<file path="src/rtl/irrigation_scheduler.sv">
// irrigation_scheduler: round-robin shared-pump sequencer (prime, water, drain).
// Optional seven-segment area display enabled by defining IRRIG_SEG_EN.
module irrigation_scheduler #(
    parameter int unsigned NAREAS       = 4,
    parameter int unsigned PRIME_CYCLES = 2,
    parameter int unsigned WATER_CYCLES = 8
) (
    input  logic                      clk_2,
    input  logic                      reset,
    input  logic                      enable,
    input  logic [NAREAS-1:0]         req,
    output logic [NAREAS-1:0]         valve,
    output logic                      pump,
    output logic                      busy,
    output logic [$clog2(NAREAS)-1:0] area,
    output logic                      done,
    output logic [7:0]                SEG
);

    localparam int unsigned AW   = $clog2(NAREAS);
    localparam int unsigned MAXC = (PRIME_CYCLES > WATER_CYCLES) ? PRIME_CYCLES : WATER_CYCLES;
    localparam int unsigned CW   = $clog2(MAXC + 1);
    localparam logic [NAREAS-1:0] ONE_HOT0 = {{(NAREAS-1){1'b0}}, 1'b1};

    typedef enum logic [1:0] {
        IDLE  = 2'd0,
        PRIME = 2'd1,
        WATER = 2'd2,
        DRAIN = 2'd3
    } state_t;

    state_t            state, state_nxt;
    logic [CW-1:0]     cnt, cnt_nxt;
    logic [NAREAS-1:0] valve_nxt;
    logic              pump_nxt;
    logic              done_nxt;
    logic [AW-1:0]     area_nxt;
    logic [AW-1:0]     last, last_nxt;

    logic              pick_found;
    logic [AW-1:0]     pick_idx;
    logic [AW-1:0]     cand;
    logic              abort;

    // Round-robin search starting one above the last served area, with wrap
    always_comb begin
        pick_found = 1'b0;
        pick_idx   = '0;
        cand       = '0;
        for (int unsigned i = 1; i <= NAREAS; i++) begin
            cand = AW'((32'(last) + i) % NAREAS);
            if (!pick_found && req[cand]) begin
                pick_found = 1'b1;
                pick_idx   = cand;
            end
        end
    end

    assign abort = !enable || !req[area];

    // Next-state and next-output decode
    always_comb begin
        state_nxt = state;
        cnt_nxt   = cnt;
        valve_nxt = valve;
        pump_nxt  = 1'b0;
        done_nxt  = 1'b0;
        area_nxt  = area;
        last_nxt  = last;
        unique case (state)
            IDLE: begin
                if (enable && pick_found) begin
                    state_nxt = PRIME;
                    area_nxt  = pick_idx;
                    valve_nxt = ONE_HOT0 << pick_idx;
                    cnt_nxt   = '0;
                end
            end
            PRIME: begin
                // Abort wins over expiry here so an aborted grant never pulses the pump
                if (abort) begin
                    state_nxt = DRAIN;
                    done_nxt  = 1'b1;
                end else if (cnt == CW'(PRIME_CYCLES - 1)) begin
                    state_nxt = WATER;
                    cnt_nxt   = '0;
                    pump_nxt  = 1'b1;
                end else begin
                    cnt_nxt   = cnt + CW'(1);
                end
            end
            WATER: begin
                if (abort || (cnt == CW'(WATER_CYCLES - 1))) begin
                    state_nxt = DRAIN;
                    done_nxt  = 1'b1;
                end else begin
                    cnt_nxt   = cnt + CW'(1);
                    pump_nxt  = 1'b1;
                end
            end
            DRAIN: begin
                state_nxt = IDLE;
                valve_nxt = '0;
                last_nxt  = area;
            end
            default: state_nxt = IDLE;
        endcase
    end

    // State and registered outputs
    always_ff @(posedge clk_2) begin
        if (reset) begin
            state <= IDLE;
            cnt   <= '0;
            valve <= '0;
            pump  <= 1'b0;
            busy  <= 1'b0;
            done  <= 1'b0;
            area  <= '0;
            last  <= AW'(NAREAS - 1);
        end else begin
            state <= state_nxt;
            cnt   <= cnt_nxt;
            valve <= valve_nxt;
            pump  <= pump_nxt;
            busy  <= (state_nxt != IDLE);
            done  <= done_nxt;
            area  <= area_nxt;
            last  <= last_nxt;
        end
    end

`ifdef IRRIG_SEG_EN
    logic [7:0] seg_q;

    function automatic logic [7:0] seg_digit(input logic [AW-1:0] a);
        logic [7:0] s;
        s = 8'h00;
        case (32'(a))
            0:       s = 8'h3F;
            1:       s = 8'h06;
            2:       s = 8'h5B;
            3:       s = 8'h4F;
            default: s = 8'h00;
        endcase
        return s;
    endfunction

    // Display the granted area while busy, blank in IDLE; moves with valve
    always_ff @(posedge clk_2) begin
        if (reset) begin
            seg_q <= 8'h00;
        end else begin
            seg_q <= (state_nxt != IDLE) ? seg_digit(area_nxt) : 8'h00;
        end
    end

    assign SEG = seg_q;
`else
    assign SEG = 8'h00;
`endif

endmodule

</file>
<file path="config.mk">
export PLATFORM = sky130hd
export DESIGN_NAME = irrigation_scheduler
export DESIGN_NICKNAME = d
export VERILOG_FILES = /design/src/rtl/irrigation_scheduler.sv
export SDC_FILE = /design/constraint.sdc
export NUM_CORES = 1
export LEC_CHECK = 0
export BUFFER_PORTS_ARGS = -buffer_cell sky130_fd_sc_hd__clkbuf_2
export CORE_UTILIZATION = 52
export DETAILED_ROUTE_END_ITERATION = 7
export PLACE_DENSITY = 0.77
export SLEW_MARGIN = 20
export SYNTH_ARGS = -nofsm -noshare
export SYNTH_HDL_FRONTEND = slang
export SYNTH_SLANG_ARGS = --single-unit
</file>
<file path="constraint.sdc">
create_clock -name clk_2 -period 5 [get_ports clk_2]
set_clock_uncertainty 0.1 [all_clocks]
set_input_delay 0.75 -clock clk_2 [delete_from_list [all_inputs] [get_ports clk_2]]
set_output_delay 0.75 -clock clk_2 [all_outputs]
set_load 0.1 [all_outputs]
</file>
Word-level counts from Yosys, hierarchy flattened:

Cells that the tools add are included.

* output and inout port bits: 17
* bits in registers: 17
* input bits: 7
* word-level logic and storage cells: 82

* equality and inequality tests: 8
* multiplexer cells: 37
* $lt $le $gt $ge: 5
* shift-type cells: 1
* reduce and logical (&&, ||, !) cells: 18
* $add $sub $neg: 5

Operators with widths (number)
* 4-bit two-way mux: 5
* 2-bit two-way mux: 8
* 2-bit by 3-bit less-than comparator with 1-bit output, second input constant: 5
* 1-bit two-way mux: 14
* 4-bit case mux with 3 select lines: 1
* 1-bit binary-select mux with 2-bit select: 5
* 2-bit case mux with 4 select lines: 1
* 4-bit case mux with 2 select lines: 1
* 2-bit inequality test, second input constant: 3
* 1-bit logical NOT: 5
* 2-bit by 1-bit adder with 2-bit output, second input constant: 2
* 2-bit adder, second input constant: 2
* 4-bit by 1-bit adder with 4-bit output, second input constant: 1
* 2-bit == test, second input constant: 2
* 4-bit by 1-bit == test with 1-bit output, second input constant: 1
* 4-bit by 3-bit == test with 1-bit output, second input constant: 1
* 1-bit logical AND: 4
* 1-bit case mux with 2 select lines: 2
* 2-bit AND reduction: 2
* 4-bit AND reduction: 1
* 2-bit nonzero test: 2
* 1-bit by 2-bit left shift with 4-bit output, first input constant: 1
* 3-bit nonzero test: 1
* 2-bit by 1-bit == test with 1-bit output, second input constant: 1
* 2 further kinds: 3

Longest topological paths before layout:

* word-level depth: 17
* depth in mapped cells: 7
* gate-level depth less buffers: 7

Worst setup path after synthesis:

Ideal clock, no wire load.

* path kind: register to register
* start: reg area[1]
* end: reg cnt[0]
* path slack: 2.604 ns
* path buffers: 0
* clock period less this slack: 2.396 ns
* library setup time: 0.123 ns
* required time: 4.777 ns
* arrival: 2.173 ns
* cell stages (with the launch flop): 6
* path through: dfxtp_1 > mux2i_1 > o221ai_2 > a22o_4 > nand2_2 > mux2_1

* longest elaborated chain between the ends: 7
* elaborated cells on any way between the ends: 8
* classes of those cells: eq/ne (2); mux (2); reduce/logical (4)

RTL lines
* from (decl): RTL line 15 `output logic [$clog2(NAREAS)-1:0] area,`
* from (signal assigned): RTL line 128 `area <= area_nxt;`
* 1-bit binary-select mux with 2-bit select *: RTL line 59 `assign abort = !enable || !req[area];`
* 1-bit two-way mux (not written as such) *: RTL line 59
* 1-bit logical NOT *: RTL line 59
* 1-bit logical OR *: RTL line 59
* 1-bit logical OR: RTL line 93 `if (abort || (cnt == CW'(WATER_CYCLES - 1))) begin`
* 2-bit inequality test (no line)
* 4-bit AND reduction (no line) *
* to (signal assigned): RTL line 123 `cnt <= cnt_nxt;`
* to (decl): RTL line 33 `logic [CW-1:0] cnt, cnt_nxt;`

Mark *: on every way between the ends. The rest lies on a longest branch, timed or not. The select of a mux whose other input is x is not followed.
A chain may end at the register's enable or synchronous reset.

Final worst setup path:

* start: reg area[1]
* end: out area[1]

No word-level cell between the ends.

==> impl_metrics.ini <==
[outcome]
status = finished, final reports clean

[setup_path]
critical_path_class = reg2out
worstPathBufferInverterCount = 1
cp.required_ns = 4.15
crit_chain = clkbuf_2
cp_top_family = buffers and inverters
worst-r2r-setup-slack_ns = 3.02
cp-startpoint = area[1]$_SDFFE_PP0P_
reg2reg_from = state[1]$_SDFF_PP0_
critPathLaunchType = flip-flop
slowest_delay_ns = 0.50
cp_max_fo = 5
arrival_ns = 1.24
crit_path_top_delay_cell = clkbuf_2
endpoint_kind = output port

[placed_design]
dp.cells = 159
io_buffers = 15
gp_congestion = 0.8736
hpwl_mm = 1.584

[yosys]
syn_avg_cell_area_um2 = 9.151
netlist_area_um2 = 1107
ys_warn_count = 0
ys.flop_type = dfxtp_1
ys_types = 44
synth_top_cell_by_area = dfxtp_1
synth.area.top_cells = dfxtp_1, ha_1, buf_4
synth_edf_count = 0
yosys.area.top_type_share_pct = 30.73
synth_commonest_cells = dfxtp_1, buf_4, ha_1, nand2b_1
syn_inst = 121
ys_seq_area_share_pct = 30.73
async_reset_ff_share_pct = 0
yosys.cell_count.top_type = dfxtp_1
yosys_register_bits = 17

[routing]
drt_iter0_drc = 18
drc = 0
top_layer_used = met4
wl_per_cell_um = 12.46
vias_per_cell = 5.761
dr_wl_met2_um = 966
routed-via-count = 939
wl_mm = 2.031
met3WireLength_um = 111
drtPass1Iterations = 4
drtAntennaViolNets = 0
wl_met1_um = 910

[grt]
track_usage_pct = 19.39
grt_max_degree = 21
antenna_found_initial = 0
grt_first_pass_wirelength_mm = 3.084
grt_pass1_vias = 776
overflow = 0

[cts]
hold_buffers = 0
ctsRootBufferMaster = clkbuf_4
cts.sinks = 17
cts_setup_buffers = 0
path_clk_slew_ns = 0.10
cts_max_level = 1
clk_path_buf_depth = 2
clock_latency_ns = 0.30
cts_tree = yes
cts_buffers = 3
post_cts_resized = 0

[sta]
hold_viol_final = 0
max_freq_mhz = 477.4
rsz0062_at_grt = no
timing.final.crit_share_pct = 41.89
fin_hold_ws_ns = 0.3654
maxSlewHeadroom_pct = 64.03
fin_crit_ns = 2.095
setup_viol = 0
fin_tns_setup_ns = 0
slew_viol_final = 0
tightest_slew_ns = 0.5418

[finish]
stdcell_count = 163
area_growth_pct = 8.249
drive_gt1_share_pct = 21.32
finalNetCount = 151
num-fill-cells = 172
seq_area_um2 = 340.3
multi_input_area_um2 = 699.4
diodes = 0
fin_util_pct = 60.48

[hold_path]
hp-start = valve[2]$_SDFFE_PP0P_
hold_path_class = reg2reg

[pwr]
power_density_nw_per_um2 = 451.0
power.leakage_uw = 0.0004909
max-vdd-ir-drop_v = 0.0002741
finalPower_uw = 540.6

[floorplanning]
fp.dieW_um = 48.15
fp-row-count = 16
initial_utilization_pct = 55.87
ios = 24
dieArea_um2 = 2318
die-height_um = 48.15
core-area_um2 = 1982

[flow_run]
drv_cap = 0
==> layout make-up <==
cell class | count | area share [%]
clock buffers | 3 | 1.879
clock inverters | 1 | 0.4175
inverters | 6 | 1.879
multi-input cells | 94 | 58.35
flip-flops and latches | 17 | 28.39
well taps | 27 | 2.818
repair buffers | 15 | 6.263
==> cell usage in the layout, fill, tap and decap left out, types with 2 or more instances in the layout <==
cell type  count
a31oi_1        3
nand2_1        6
nor2b_1        3
a21boi_0       2
conb_1         8
a21oi_1        4
mux2i_1        5
a22oi_1        2
nor2_1         6
clkbuf_4       3
a211o_1        3
nand3_1        3
o21ai_1        2
clkbuf_2      15
nand2b_1       7
ha_1           7
o41ai_2        3
nor3_1         3
nor3b_1        3
o22ai_1        2
dfxtp_1       17
inv_1          6
==> cells by family (layout without fill, tap and decap cells) <==
logic type / count (synthesis) / after routing / synth area share, %
other cells: 1 / 8 / 0.3387
compound gates: 37 / 37 / 29.27
flops: 17 / 17 / 30.73
fa+ha+maj: 7 / 7 / 7.909
buf+inv: 17 / 25 / 8.475
mux: 6 / 6 / 5.537
simple gates: 36 / 36 / 17.74
==> final timing paths <==
path | end | cells after the start
worst min register to register | valve[2]$_SDFFE_PP0P_ | 2
worst min-delay path | valve[2]$_SDFFE_PP0P_ | 2
worst max-delay path | area[1] | 1
worst max register to register | cnt[3]$_SDFFE_PP0P_ | 7
==> power breakdown <==
group	total (uW)	switching (uW)	leakage (uW)	internal [uW]
Combinational	295	211	0.000335	83.9
Clock	76.4	46.6	0.0000177	29.8
Sequential	169	15.8	0.000138	154
==> through the flow <==
step / instance area, um^2 / worst slack, ns
after global routing: 1199 / 2.839
final: 1199 / 2.905
after CTS: 1199 / 2.893
after global placement: 1171 / 2.787
after detailed placement: 1171 / 2.713
after floorplan: 1134 / 2.604
==> worst reg2reg max path: cells and delay by family (launching register included) <==
family	cells	cell delay [ns]
AO/OA/AOI/OAI	4	0.79
adder cells (fa/ha/maj)	1	0.32
buffers and inverters	1	0.11
flip-flops	1	0.43
AND/OR/NAND/NOR	1	0.17
==> state kept, by name (all words and copies together), names as in the netlist <==
| signal | cells |
|---|---|
| cnt | 4 |
| state | 2 |
| valve | 4 |
| last | 2 |
| area | 2 |
| busy | 1 |
| pump | 1 |
| done | 1 |
==> per-layer routing <==
| layer | GRT usage, % | up-vias |
|---|---|---|
| li1 | - | 462 |
| met1 | 21.80 | 435 |
| met2 | 33.87 | 35 |
| met3 | 4.815 | 7 |
| met4 | 9.444 | 0 |
| met5 | 0 | - |
(Power assumes the default switching activity.)
